==> src/rtl/uart_debug_pkg.sv <==
// Shared UART framing constants and state encodings for the debug UART
// transmitter and receiver.
package uart_debug_pkg;

    localparam logic START_BIT = 1'b0;
    localparam logic STOP_BIT  = 1'b1;
    localparam int   DATA_BITS = 8;

    typedef enum logic [1:0] {
        TX_IDLE,
        TX_START,
        TX_DATA,
        TX_STOP
    } tx_state_t;

    typedef enum logic [1:0] {
        RX_IDLE,
        RX_START,
        RX_DATA,
        RX_STOP
    } rx_state_t;

endpackage

==> src/rtl/uart_debugger_byte_tx.sv <==
// 8N1 byte transmitter. busy_out drops in the final stop-bit cycle so a new
// start strobe chains the next byte with no idle gap on the line.
module uart_byte_tx
    import uart_debug_pkg::*;
#(
    parameter int UART_TICKS_PER_BIT      = 139,
    parameter int UART_TICKS_PER_BIT_SIZE = 8
) (
    input  logic       clk_in,
    input  logic       reset,
    input  logic [7:0] byte_in,
    input  logic       start_in,
    output logic       busy_out,
    output logic       tx_out
);

    localparam logic [UART_TICKS_PER_BIT_SIZE-1:0] BIT_LAST =
        UART_TICKS_PER_BIT_SIZE'(UART_TICKS_PER_BIT - 1);
    localparam logic [2:0] DATA_LAST = 3'(DATA_BITS - 1);

    tx_state_t                          state_q, state_d;
    logic [UART_TICKS_PER_BIT_SIZE-1:0] cnt_q, cnt_d;
    logic [2:0]                         bit_q, bit_d;
    logic [7:0]                         shreg_q, shreg_d;
    logic                               tx_q, tx_d;
    logic                               bit_end;
    logic                               ready;

    assign bit_end  = (cnt_q == BIT_LAST);
    assign ready    = (state_q == TX_IDLE) || ((state_q == TX_STOP) && bit_end);
    assign busy_out = !ready;
    assign tx_out   = tx_q;

    always_comb begin
        state_d = state_q;
        cnt_d   = bit_end ? '0 : cnt_q + 1'b1;
        bit_d   = bit_q;
        shreg_d = shreg_q;
        tx_d    = tx_q;
        case (state_q)
            TX_IDLE: cnt_d = '0;
            TX_START: begin
                if (bit_end) begin
                    state_d = TX_DATA;
                    bit_d   = '0;
                    tx_d    = shreg_q[0];
                    shreg_d = {1'b0, shreg_q[7:1]};
                end
            end
            TX_DATA: begin
                if (bit_end) begin
                    if (bit_q == DATA_LAST) begin
                        state_d = TX_STOP;
                        tx_d    = STOP_BIT;
                    end else begin
                        bit_d   = bit_q + 1'b1;
                        tx_d    = shreg_q[0];
                        shreg_d = {1'b0, shreg_q[7:1]};
                    end
                end
            end
            TX_STOP: begin
                if (bit_end) begin
                    state_d = TX_IDLE;
                    tx_d    = STOP_BIT;
                end
            end
            default: state_d = TX_IDLE;
        endcase
        if (ready && start_in) begin
            state_d = TX_START;
            cnt_d   = '0;
            tx_d    = START_BIT;
            shreg_d = byte_in;
        end
    end

    always_ff @(posedge clk_in) begin
        if (reset) begin
            state_q <= TX_IDLE;
            cnt_q   <= '0;
            bit_q   <= '0;
            tx_q    <= STOP_BIT;
        end else begin
            state_q <= state_d;
            cnt_q   <= cnt_d;
            bit_q   <= bit_d;
            tx_q    <= tx_d;
        end
    end

    always_ff @(posedge clk_in) begin
        shreg_q <= shreg_d;
    end

endmodule

==> src/rtl/uart_debugger.sv <==
// Debug UART: periodically streams a snapshot of data_in MSB-byte first over
// tx_out and receives single-byte commands on debug_uart_rx_in.
module uart_debugger
    import uart_debug_pkg::*;
#(
    parameter int DIVIDER_TICKS_WIDTH     = 20,
    parameter int DIVIDER_TICKS           = 727273,
    parameter int DATA_WIDTH_BASE2        = 8,
    parameter int DATA_WIDTH              = 192,
    parameter int UART_TICKS_PER_BIT      = 139,
    parameter int UART_TICKS_PER_BIT_SIZE = 8
) (
    input  logic                  clk_in,
    input  logic                  reset,
    input  logic [DATA_WIDTH-1:0] data_in,
    input  logic                  debug_uart_rx_in,
    output logic [7:0]            debug_command,
    output logic                  debug_command_pulse,
    output logic                  debug_command_busy,
    output logic                  tx_out
);

    localparam int NUM_BYTES = DATA_WIDTH / 8;
    localparam logic [DIVIDER_TICKS_WIDTH-1:0] PERIOD_LAST =
        DIVIDER_TICKS_WIDTH'(DIVIDER_TICKS - 1);
    localparam logic [DATA_WIDTH_BASE2-1:0] BYTES_AFTER_FIRST =
        DATA_WIDTH_BASE2'(NUM_BYTES - 1);
    localparam logic [UART_TICKS_PER_BIT_SIZE-1:0] BIT_LAST =
        UART_TICKS_PER_BIT_SIZE'(UART_TICKS_PER_BIT - 1);
    localparam logic [UART_TICKS_PER_BIT_SIZE-1:0] HALF_LAST =
        UART_TICKS_PER_BIT_SIZE'(UART_TICKS_PER_BIT / 2 - 1);
    localparam logic [2:0] DATA_LAST = 3'(DATA_BITS - 1);

    logic [DIVIDER_TICKS_WIDTH-1:0] period_q, period_d;
    logic                           tick;
    logic                           frame_active_q, frame_active_d;
    logic [DATA_WIDTH_BASE2-1:0]    bytes_left_q, bytes_left_d;
    logic [DATA_WIDTH-1:0]          shadow_q, shadow_d;
    logic [7:0]                     tx_byte;
    logic                           tx_start;
    logic                           tx_busy;

    assign tick = (period_q == PERIOD_LAST);

    // The shadow is a left-shifting queue: its top byte is always the next one to send.
    always_comb begin
        period_d       = tick ? '0 : period_q + 1'b1;
        frame_active_d = frame_active_q;
        bytes_left_d   = bytes_left_q;
        shadow_d       = shadow_q;
        tx_byte        = shadow_q[DATA_WIDTH-1 -: 8];
        tx_start       = 1'b0;
        if (!frame_active_q) begin
            if (tick) begin
                frame_active_d = 1'b1;
                tx_start       = 1'b1;
                tx_byte        = data_in[DATA_WIDTH-1 -: 8];
                shadow_d       = data_in << 8;
                bytes_left_d   = BYTES_AFTER_FIRST;
            end
        end else if (!tx_busy) begin
            if (bytes_left_q == '0) begin
                frame_active_d = 1'b0;
            end else begin
                tx_start     = 1'b1;
                shadow_d     = shadow_q << 8;
                bytes_left_d = bytes_left_q - 1'b1;
            end
        end
    end

    always_ff @(posedge clk_in) begin
        if (reset) begin
            period_q       <= '0;
            frame_active_q <= 1'b0;
            bytes_left_q   <= '0;
        end else begin
            period_q       <= period_d;
            frame_active_q <= frame_active_d;
            bytes_left_q   <= bytes_left_d;
        end
    end

    always_ff @(posedge clk_in) begin
        shadow_q <= shadow_d;
    end

    uart_byte_tx #(
        .UART_TICKS_PER_BIT      (UART_TICKS_PER_BIT),
        .UART_TICKS_PER_BIT_SIZE (UART_TICKS_PER_BIT_SIZE)
    ) u_byte_tx (
        .clk_in   (clk_in),
        .reset    (reset),
        .byte_in  (tx_byte),
        .start_in (tx_start),
        .busy_out (tx_busy),
        .tx_out   (tx_out)
    );

    logic                               rx_meta_q, rx_sync_q;
    rx_state_t                          rx_state_q, rx_state_d;
    logic [UART_TICKS_PER_BIT_SIZE-1:0] rx_cnt_q, rx_cnt_d;
    logic [2:0]                         rx_bit_q, rx_bit_d;
    logic [7:0]                         rx_shreg_q, rx_shreg_d;
    logic [7:0]                         cmd_q, cmd_d;
    logic                               pulse_q, pulse_d;
    logic                               busy_q, busy_d;

    // Samples land mid-bit: half a bit after the start edge, then every full bit.
    always_comb begin
        rx_state_d = rx_state_q;
        rx_cnt_d   = rx_cnt_q + 1'b1;
        rx_bit_d   = rx_bit_q;
        rx_shreg_d = rx_shreg_q;
        cmd_d      = cmd_q;
        pulse_d    = 1'b0;
        busy_d     = busy_q;
        case (rx_state_q)
            RX_IDLE: begin
                rx_cnt_d = '0;
                if (rx_sync_q == START_BIT) begin
                    rx_state_d = RX_START;
                    busy_d     = 1'b1;
                end
            end
            RX_START: begin
                if (rx_cnt_q == HALF_LAST) begin
                    rx_cnt_d = '0;
                    if (rx_sync_q == START_BIT) begin
                        rx_state_d = RX_DATA;
                        rx_bit_d   = '0;
                    end else begin
                        rx_state_d = RX_IDLE;
                        busy_d     = 1'b0;
                    end
                end
            end
            RX_DATA: begin
                if (rx_cnt_q == BIT_LAST) begin
                    rx_cnt_d   = '0;
                    rx_shreg_d = {rx_sync_q, rx_shreg_q[7:1]};
                    if (rx_bit_q == DATA_LAST) begin
                        rx_state_d = RX_STOP;
                    end else begin
                        rx_bit_d = rx_bit_q + 1'b1;
                    end
                end
            end
            RX_STOP: begin
                if (rx_cnt_q == BIT_LAST) begin
                    rx_cnt_d   = '0;
                    rx_state_d = RX_IDLE;
                    busy_d     = 1'b0;
                    if (rx_sync_q == STOP_BIT) begin
                        cmd_d   = rx_shreg_q;
                        pulse_d = 1'b1;
                    end
                end
            end
            default: begin
                rx_state_d = RX_IDLE;
                busy_d     = 1'b0;
            end
        endcase
    end

    always_ff @(posedge clk_in) begin
        if (reset) begin
            rx_meta_q  <= STOP_BIT;
            rx_sync_q  <= STOP_BIT;
            rx_state_q <= RX_IDLE;
            rx_cnt_q   <= '0;
            rx_bit_q   <= '0;
            cmd_q      <= 8'h00;
            pulse_q    <= 1'b0;
            busy_q     <= 1'b0;
        end else begin
            rx_meta_q  <= debug_uart_rx_in;
            rx_sync_q  <= rx_meta_q;
            rx_state_q <= rx_state_d;
            rx_cnt_q   <= rx_cnt_d;
            rx_bit_q   <= rx_bit_d;
            cmd_q      <= cmd_d;
            pulse_q    <= pulse_d;
            busy_q     <= busy_d;
        end
    end

    always_ff @(posedge clk_in) begin
        rx_shreg_q <= rx_shreg_d;
    end

    assign debug_command       = cmd_q;
    assign debug_command_pulse = pulse_q;
    assign debug_command_busy  = busy_q;

endmodule

==> config.mk <==
export PLATFORM = sky130hd
export DESIGN_NAME = uart_debugger
export DESIGN_NICKNAME = d
export VERILOG_FILES = /design/src/rtl/uart_debug_pkg.sv /design/src/rtl/uart_debugger_byte_tx.sv /design/src/rtl/uart_debugger.sv
export SDC_FILE = /design/constraint.sdc
export NUM_CORES = 1
export LEC_CHECK = 0
export CORE_MARGIN = 1.5
export CORE_UTILIZATION = 53
export DETAILED_ROUTE_END_ITERATION = 8
export PLACE_DENSITY = 0.87
export REMOVE_ABC_BUFFERS = 1
export SLEW_MARGIN = 0
export SYNTH_ARGS = -nofsm -noshare
export SYNTH_HDL_FRONTEND = slang
export SYNTH_SLANG_ARGS = --single-unit
==> constraint.sdc <==
create_clock -name clk_in -period 15.6 [get_ports clk_in]
set_input_delay 1.56 -clock clk_in [delete_from_list [all_inputs] [get_ports clk_in]]
set_output_delay 1.56 -clock clk_in [all_outputs]
set_load 0.02 [all_outputs]
# --- Word-level counts from Yosys, hierarchy flattened ---
# Index checks and enable logic that the tools add are counted.
word_totals:
  in_bits: 195
  reg_bits: 276
classes:
  n_bitwise: 2
  add_sub_neg: 6
  n_eq_ne: 32
  n_reduce_logical: 29
  muxes: 58
ops:
  columns: ["op", "count"]
  rows:
  - ["$mux W192", 4]
  - ["$mux W8", 12]
  - ["$reduce_and A5 Y1", 5]
  - ["$pmux W8 S3", 1]
  - ["$mux W3", 7]
  - ["$add A20 B1 Y20 const B", 1]
  - ["$eq A20 B20 Y1 const B", 1]
  - ["$mux W2", 10]
  - ["$ne A2 B2 Y1 const B", 10]
  - ["$mux W1", 17]
  - ["$add A8 B1 Y8 const B", 2]
  - ["$eq A8 B8 Y1 const B", 2]
  - ["$pmux W8 S2", 1]
  - ["$pmux W3 S2", 2]
  - ["$reduce_and A4 Y1", 3]
  - ["$ne A2 B1 Y1 const B", 5]
  - ["$ne A3 B1 Y1 const B", 3]
  - ["$reduce_bool A3 Y1", 3]
  - ["$eq A2 B2 Y1 const B", 4]
  - ["$eq A8 B7 Y1 const B", 1]
  - ["$logic_not A8 Y1", 1]
  - ["$pmux W2 S4", 1]
  - ["$sub A8 B1 Y8 const B", 1]
  - ["$add A3 B1 Y3 const B", 2]
  - ["other kinds (17)", 28]

# --- Logic depth before layout (Yosys ltp) ---
# Gate-level depths: netlist of the first run.
logic_depth:
  depth_word: 8
  depth_mapped: 8

# --- Cells and area by module ---
# A second synthesis of the first run with hierarchy kept.
unflattened:
  cells_unflattened: 802
  hier_area_um2: 11785.1
modules_own_cells:
  columns: ["module", "instances", "cells_per_inst", "seq_area_each_um2", "area_each_um2"]
  rows:
  - ["uart_debugger", 1, 695, 6846.6, 10577.6]
  - ["uart_byte_tx", 1, 107, 520.5, 1207.4]

# --- Least setup slack after synthesis of the first run ---
# No wires, ideal clock.
synth_path:
  kind: "register to register"
  startpoint: "reg period_q[14]"
  endpoint: "reg shadow_q[100] (enable)"
  path_buffers: 1
  stages_incl_launch_ff: 6
  arrival_time_ns: 10.314
  required_ns: 14.806
  setup_slack_ns: 4.492
  path_cell_list: "dfxtp_1 -> or3_4 -> nor4_4 -> a21oi_2 -> buf_2 -> a21oi_1"
synth_via:
  elab_chain_len: 3
synth_rtl:
  columns: ["element", "line", "rtl"]
  rows:
  - ["start: declaration", "uart_debugger.sv:34", "logic [DIVIDER_TICKS_WIDTH-1:0] period_q, period_d;"]
  - ["start signal: assignment", "uart_debugger.sv:78", "period_q <= period_d;"]
  - ["$eq A20 B20 Y1", "uart_debugger.sv:43", "assign tick = (period_q == PERIOD_LAST);"]
  - ["$reduce_bool A2 Y1 (no source line)", null, null]
  - ["$reduce_and A3 Y1 (no source line)", null, null]
  - ["end signal: assignment", "uart_debugger.sv:85", "shadow_q <= shadow_d;"]
  - ["end: declaration", "uart_debugger.sv:38", "logic [DATA_WIDTH-1:0] shadow_q, shadow_d;"]
# No other way between the ends.
# A chain may end at the register's enable or synchronous reset.

# --- Worst setup path in the final report of the first run ---
layout_path:
  startpoint: "reg frame_active_q"
  endpoint: "reg shadow_q[59] (enable)"
layout_via:
  elab_chain_len: 2
  word_cells_on_any_way: 4
layout_rtl:
  columns: ["element", "line", "rtl"]
  rows:
  - ["start: declaration", "uart_debugger.sv:36", "logic frame_active_q, frame_active_d;"]
  - ["start signal: assignment", "uart_debugger.sv:79", "frame_active_q <= frame_active_d;"]
  - ["$ne A2 B1 Y1 (no source line), or another cell as far along", null, null]
  - ["$reduce_and A3 Y1 (no source line) *", null, null]
# Mark *: on every way between the ends. The rest lies on a longest branch, timed or not.

==> results.json, run 1 <==
{
  "max_cap_violations": 0,
  "wl_per_cell_um": 17.72,
  "totalNegativeSetupSlack_ns": 0,
  "maxSlewViolCount": 0,
  "fp-row-count": 53,
  "utilization_pct": 69.89,
  "hold_buffers": 0,
  "coreArea_mm2": 0.02122,
  "hp-class": "reg2reg",
  "skew_ns": 0.009427,
  "hold_ws_ns": 0.4360,
  "rsz0062_at_grt": "false",
  "reg2reg_to": "shadow_q[59]$_DFFE_PP_",
  "finalSetupViolations": 0,
  "worstPathRequired_ns": 15.75,
  "p_leak_nw": 5.033,
  "fillers": 1434,
  "ant_nets": 0,
  "die_area_mm2": 0.02277,
  "rrSetupSlack_ns": 11.97,
  "portBuffers": 205,
  "drt-total-wl_mm": 23.02,
  "grt_pass1_wl_mm": 35.98,
  "dp_hpwl_mm": 15.45,
  "place.gp.congestion": 0.7830,
  "yosys.cell_count.top_type": "edfxtp_1",
  "r2r-start": "frame_active_q$_SDFF_PP0_",
  "start_util_pct": 54.62,
  "die_w_um": 150.9,
  "min_period_ns": 3.635,
  "die_h_um": 150.9,
  "criticalPathCategory": "reg2reg",
  "syn_avg_cell_area_um2": 14.56,
  "final_hold_viol_count": 0,
  "drt_first_iter_violations": 298,
  "grt_util_all_layers_pct": 20.09,
  "synth.area.top_cells": "edfxtp_1 (52%), mux2_2 (18%), dfxtp_1 (12%)",
  "status": "finished, final reports clean",
  "clk_latency_ns": 0.53,
  "diodes": 0,
  "power_density_mw_per_mm2": 103.6,
  "worstPathArrival_ns": 3.79,
  "min_path_cells": 1,
  "drc": 0,
  "cts_buffer_depth": 3,
  "antenna_found_initial": 0,
  "cp_max_fo": 69,
  "drive_gt1_share_pct": 24.71,
  "synthDominantCellAreaShare_pct": 51.81,
  "fmax_mhz": 275.1,
  "htreeDepth": 1,
  "cts_sinks": 268,
  "synth_ff_type": "edfxtp_1",
  "synth_seq_cells": 268,
  "holdPathEnd": "rx_sync_q$_SDFF_PP1_",
  "ff_latch_area_mm2": 0.007371,
  "worstMarginPinSlew_ns": 0.9142,
  "syn_to_final_growth_pct": 27.96,
  "hp-start": "rx_meta_q$_SDFF_PP1_",
  "avgViaCountPerCell": 5.399,
  "layout_setup_ws_ns": 11.97,
  "fin_crit_sh_pct": 23.30,
  "cts_tree": "done",
  "seq_area_frac_synth_pct": 63.56,
  "end_kind": "register",
  "clk_pin_slew_ns": 0.06,
  "root_buffer": "clkbuf_16",
  "syn_inst": 796,
  "cts.repair.resized": 0,
  "vias": 7013,
  "multiInputGateArea_mm2": 0.004031,
  "ys_warn_count": 0,
  "synth_commonest_cells": "edfxtp_1 (200), mux2_2 (190), dfxtp_1 (68), nor2_1 (64), clkbuf_1 (30)",
  "synth_top_area_cell": "edfxtp_1",
  "grt_max_degree": 72,
  "first_pass_iters": 7,
  "synth.distinct_cells": 55,
  "maxSlewHeadroom_pct": 39.05,
  "vdd_drop_max_mv": 0.1038,
  "final_nets": 1216,
  "ys_async_sr_fraction_pct": 0,
  "grt_pass1_vias": 7298,
  "grt_overflow": 0,
  "post_cts_buffers": 0,
  "rr_worst_depth": 6,
  "synth_edf_count": 200,
  "ioPinCount": 206,
  "cts_made_buffers": 28,
  "post_synth_instance_area_mm2": 0.01159,
  "startpoint_type": "register",
  "dp_slack_ns": 11.95
}
## through the flow
step | instances | power, mW | cell area, um^2
4_1_cts | 1299 | 1.552 | 14830
3_5_place_dp | 1248 | 0.8895 | 13910
2_1_floorplan | 762 | 0.8284 | 11450
3_3_place_gp | 1248 | 0.8856 | 13910
6_report | 1299 | 1.537 | 14830
5_1_grt | 1299 | 1.590 | 14830
## power by group
part / total, mW / internal (mW) / switching [mW]
logic: 0.102 / 0.0693 / 0.0323
clock network: 0.661 / 0.397 / 0.264
registers: 0.774 / 0.770 / 0.00326
total: 1.54 / 1.24 / 0.300
## final cells by class
cell class / count / area share, %
sequential: 268 / 49.70
multi-input combinational: 476 / 27.18
timing repair buffer: 211 / 14.14
tap: 275 / 2.320
inverter: 18 / 0.4555
clock buffer: 36 / 5.205
clock inverter: 15 / 1.004
## metal layers
metal  GRT usage, %  up-vias  wire length (um)
li1               -     3374                 -
met1          23.72     3402              9135
met2          34.50      204             11310
met3          7.590       33              2124
met4          5.097        0               449
met5              0        -                 0
## worst max-delay path, stage by stage (launching register included)
cell and delay, ns:
dfxtp_4 0.77, inv_1 0.16, a31oi_1 0.40, a21oi_2 0.22
a21oi_4 0.18, buf_4 0.64, buf_4 0.79
## cells in the final DEF, fill, tap and decap left out, drive strengths merged, types with 3 or more instances in the layout
| cell | netlist | final |
|---|---|---|
| xor2 | 20 | 20 |
| nor2b | 11 | 11 |
| buf | 4 | 6 |
| and3 | 10 | 10 |
| nand2 | 16 | 16 |
| clkbuf | 30 | 36 |
| nor4 | 4 | 4 |
| o211ai | 3 | 3 |
| nor3 | 7 | 7 |
| mux2 | 190 | 190 |
| nand4 | 6 | 6 |
| clkdlybuf4s50 | 0 | 205 |
| inv | 18 | 19 |
| bufinv | 0 | 3 |
| ha | 18 | 18 |
| edfxtp | 200 | 200 |
| a31oi | 7 | 7 |
| nor3b | 3 | 3 |
| nand3 | 20 | 20 |
| a21oi | 16 | 16 |
| dfxtp | 68 | 68 |
| or3 | 7 | 7 |
| xnor2 | 10 | 10 |
| nor2 | 65 | 65 |
| nand2b | 5 | 5 |
| or2 | 5 | 5 |
| o21ai | 11 | 11 |
| clkinv | 0 | 10 |
| mux2i | 14 | 14 |
## worst max-delay path by stage
stage,from,end,slack [ns]
final,frame_active_q$_SDFF_PP0_,shadow_q[59]$_DFFE_PP_,11.97
after global routing,frame_active_q$_SDFF_PP0_,shadow_q[109]$_DFFE_PP_,11.68
after CTS,frame_active_q$_SDFF_PP0_,shadow_q[60]$_DFFE_PP_,11.95
after floorplan,frame_active_q$_SDFF_PP0_,shadow_q[100]$_DFFE_PP_,-3.39
after detailed placement,frame_active_q$_SDFF_PP0_,shadow_q[108]$_DFFE_PP_,11.95
after global placement,frame_active_q$_SDFF_PP0_,shadow_q[108]$_DFFE_PP_,12.04
## state kept, by name, indices dropped and copies added (netlist names), 2 cells and up, named ones only
register,cells
rx_cnt_q,8
rx_bit_q,3
u_byte_tx.cnt_q,8
shadow_q,184
u_byte_tx.bit_q,3
u_byte_tx.state_q,2
bytes_left_q,8
u_byte_tx.shreg_q,8
debug_command,8
period_q,20
rx_shreg_q,8
## logic make-up (layout without fill, tap and decap cells)
group,Yosys count,after routing,synth area share [%]
flip-flops,268,268,63.56
AND/OR/NAND/NOR,171,171,7.761
buffers and inverters,52,280,1.759
AO/OA/AOI/OAI,53,53,3.044
multiplexers,204,204,19.67
adder cells (fa/ha/maj),18,18,1.943
XOR/XNOR,30,30,2.267
Power figures use the tool's default switching activity.
==> run 2: changes to the inputs <==
--- a/config.mk
+++ b/config.mk
@@ -6,9 +6,9 @@
 export NUM_CORES = 1
 export LEC_CHECK = 0
 export CORE_MARGIN = 1.5
-export CORE_UTILIZATION = 53
+export CORE_UTILIZATION = 48
 export DETAILED_ROUTE_END_ITERATION = 8
-export PLACE_DENSITY = 0.87
+export PLACE_DENSITY = 0.84
 export REMOVE_ABC_BUFFERS = 1
 export SLEW_MARGIN = 0
 export SYNTH_ARGS = -nofsm -noshare
==> constraint.sdc (replaced) <==
create_clock -name clk_in -period 3.21 [get_ports clk_in]
set_input_delay 0.321 -clock clk_in [delete_from_list [all_inputs] [get_ports clk_in]]
set_output_delay 0.321 -clock clk_in [all_outputs]
set_load 0.02 [all_outputs]
==> results.json, run 2 (same netlist as run 1, synthesis figures left out) <==
{
  "skew_ns": 0.008483,
  "cts_made_buffers": 29,
  "power_density_mw_per_mm2": 498.8,
  "first_pass_iters": 4,
  "ioPinCount": 206,
  "die_h_um": 158.4,
  "top_register": "shadow_q",
  "critical_path.max_stage_delay_ns": 0.51,
  "worstPathArrival_ns": 2.93,
  "root_buffer": "clkbuf_16",
  "max_cap_violations": 0,
  "reg2reg_to": "shadow_q[161]$_DFFE_PP_",
  "drt_first_iter_violations": 343,
  "drt-total-wl_mm": 22.84,
  "min_path_cells": 2,
  "reg.largest.list": "shadow_q (184), period_q (20)",
  "layout_setup_ws_ns": 0.4805,
  "maxSlewHeadroom_pct": 47.20,
  "portBuffers": 205,
  "status": "finished, final reports clean",
  "startpoint_type": "register",
  "final_nets": 1218,
  "final_common_cell": "clkdlybuf4s50_1",
  "start_util_pct": 49.09,
  "multiInputGateArea_mm2": 0.004031,
  "layout_common_cells": "clkdlybuf4s50_1 (205), edfxtp_1 (200), mux2_2 (190)",
  "clk_pin_slew_ns": 0.06,
  "ff_latch_area_mm2": 0.007371,
  "finalSetupViolations": 0,
  "path_cells": "nor4b_1, nor3b_1, a21oi_2, a21oi_4, buf_12",
  "fillers": 1761,
  "syn_to_final_growth_pct": 28.92,
  "antenna_found_initial": 1,
  "worstMarginPinSlew_ns": 0.7919,
  "grt_overflow": 0,
  "hp-class": "in2reg",
  "coreArea_mm2": 0.02361,
  "die_area_mm2": 0.02509,
  "grt_util_all_layers_pct": 17.77,
  "rsz0062_at_grt": "false",
  "cts.repair.resized": 0,
  "r2r-start": "period_q[7]$_SDFF_PP0_",
  "final_hold_viol_count": 0,
  "finalPower_mw": 7.453,
  "vias": 7005,
  "dp_hpwl_mm": 15.05,
  "path_delay_family": "simple AND/OR/NAND/NOR gates",
  "worstPathRequired_ns": 3.41,
  "holdPathEnd": "rx_meta_q$_SDFF_PP1_",
  "place_inst": 1293,
  "hp-start": "debug_uart_rx_in",
  "fp-row-count": 56,
  "cts_sinks": 268,
  "cts_tree": "done",
  "vdd_drop_max_mv": 0.7224,
  "wl_per_cell_um": 16.97,
  "htreeDepth": 1,
  "fmax_mhz": 366.4,
  "p_leak_nw": 5.042,
  "avgViaCountPerCell": 5.204,
  "dp_slack_ns": 0.4601,
  "min_period_ns": 2.730,
  "ant_nets": 0,
  "totalNegativeSetupSlack_ns": 0,
  "post_cts_buffers": 0,
  "place.gp.congestion": 0.8051,
  "criticalPathCategory": "reg2reg",
  "cp_max_fo": 51,
  "cts_buffer_depth": 3,
  "maxSlewViolCount": 0,
  "crit_slowest_cell": "a21oi_4",
  "final_cells": 1346,
  "grt_pass1_vias": 6975,
  "grt_pass1_wl_mm": 34.91,
  "largest_reg_flops": 184,
  "end_kind": "register",
  "drive_gt1_share_pct": 24.37,
  "die_w_um": 158.4,
  "utilization_pct": 63.28,
  "clk_latency_ns": 0.53,
  "fin_crit_sh_pct": 85.03,
  "hold_buffers": 0,
  "grt_max_degree": 138,
  "crit_cells": 5,
  "rrSetupSlack_ns": 0.48,
  "crit_buf_inv": 1,
  "drc": 0,
  "rr_worst_depth": 5
}
run 2: how the worst max path moves through the flow:
| stage | slack (ns) | start | to |
|---|---|---|---|
| 6_report | 0.48 | period_q[7]$_SDFF_PP0_ | shadow_q[161]$_DFFE_PP_ |
| 5_1_grt | 0.27 | period_q[7]$_SDFF_PP0_ | shadow_q[176]$_DFFE_PP_ |
| 4_1_cts | 0.46 | period_q[7]$_SDFF_PP0_ | shadow_q[176]$_DFFE_PP_ |
| 3_5_place_dp | 0.46 | period_q[7]$_SDFF_PP0_ | shadow_q[161]$_DFFE_PP_ |
| 3_3_place_gp | 0.66 | period_q[7]$_SDFF_PP0_ | shadow_q[161]$_DFFE_PP_ |
| 2_1_floorplan | -15.78 | frame_active_q$_SDFF_PP0_ | shadow_q[100]$_DFFE_PP_ |
run 2: cell type report:
cell class,count,area share (%)
Sequential cell,268,49.33
Multi-Input combinational cell,476,26.98
Timing Repair Buffer,212,14.50
Clock buffer,40,5.200
Tap cell,319,2.671
Clock inverter,12,0.8541
Inverter,18,0.4521
Antenna cell,1,0.01675
run 2: worst reg2reg max path, delay by kind of cell, from the launching register on:
| family | cells | cell delay, ns |
|---|---|---|
| flops | 1 | 0.42 |
| buf+inv | 1 | 0.34 |
| simple gates | 2 | 0.83 |
| compound gates | 2 | 0.77 |
run 2: power by group:
group	switching [mW]	total [mW]	internal, mW	leakage, nW
Clock	1.29	3.20	1.91	0.440
Combinational	0.150	0.487	0.337	2.25
Sequential	0.0167	3.76	3.74	2.35
run 2: per-stage QoR:
step                      cell area, um^2  hold slack, ns
after floorplan                     11450          0.3895
after global placement              14040          0.3938
after detailed placement            14040          0.4161
after CTS                           14940          0.3837
after global routing                14940          0.4028
final                               14940          0.4100
run 2: routing by layer:
layer / part of all wire (%) / vias to the layer above / track usage [%]
li1: - / 3384 / -
met1: 40 / 3362 / 21.18
met3: 10 / 42 / 7.512
met4: 2.1 / 2 / 4.673
met2: 47 / 215 / 29.59
met5: 0.048 / - / 0
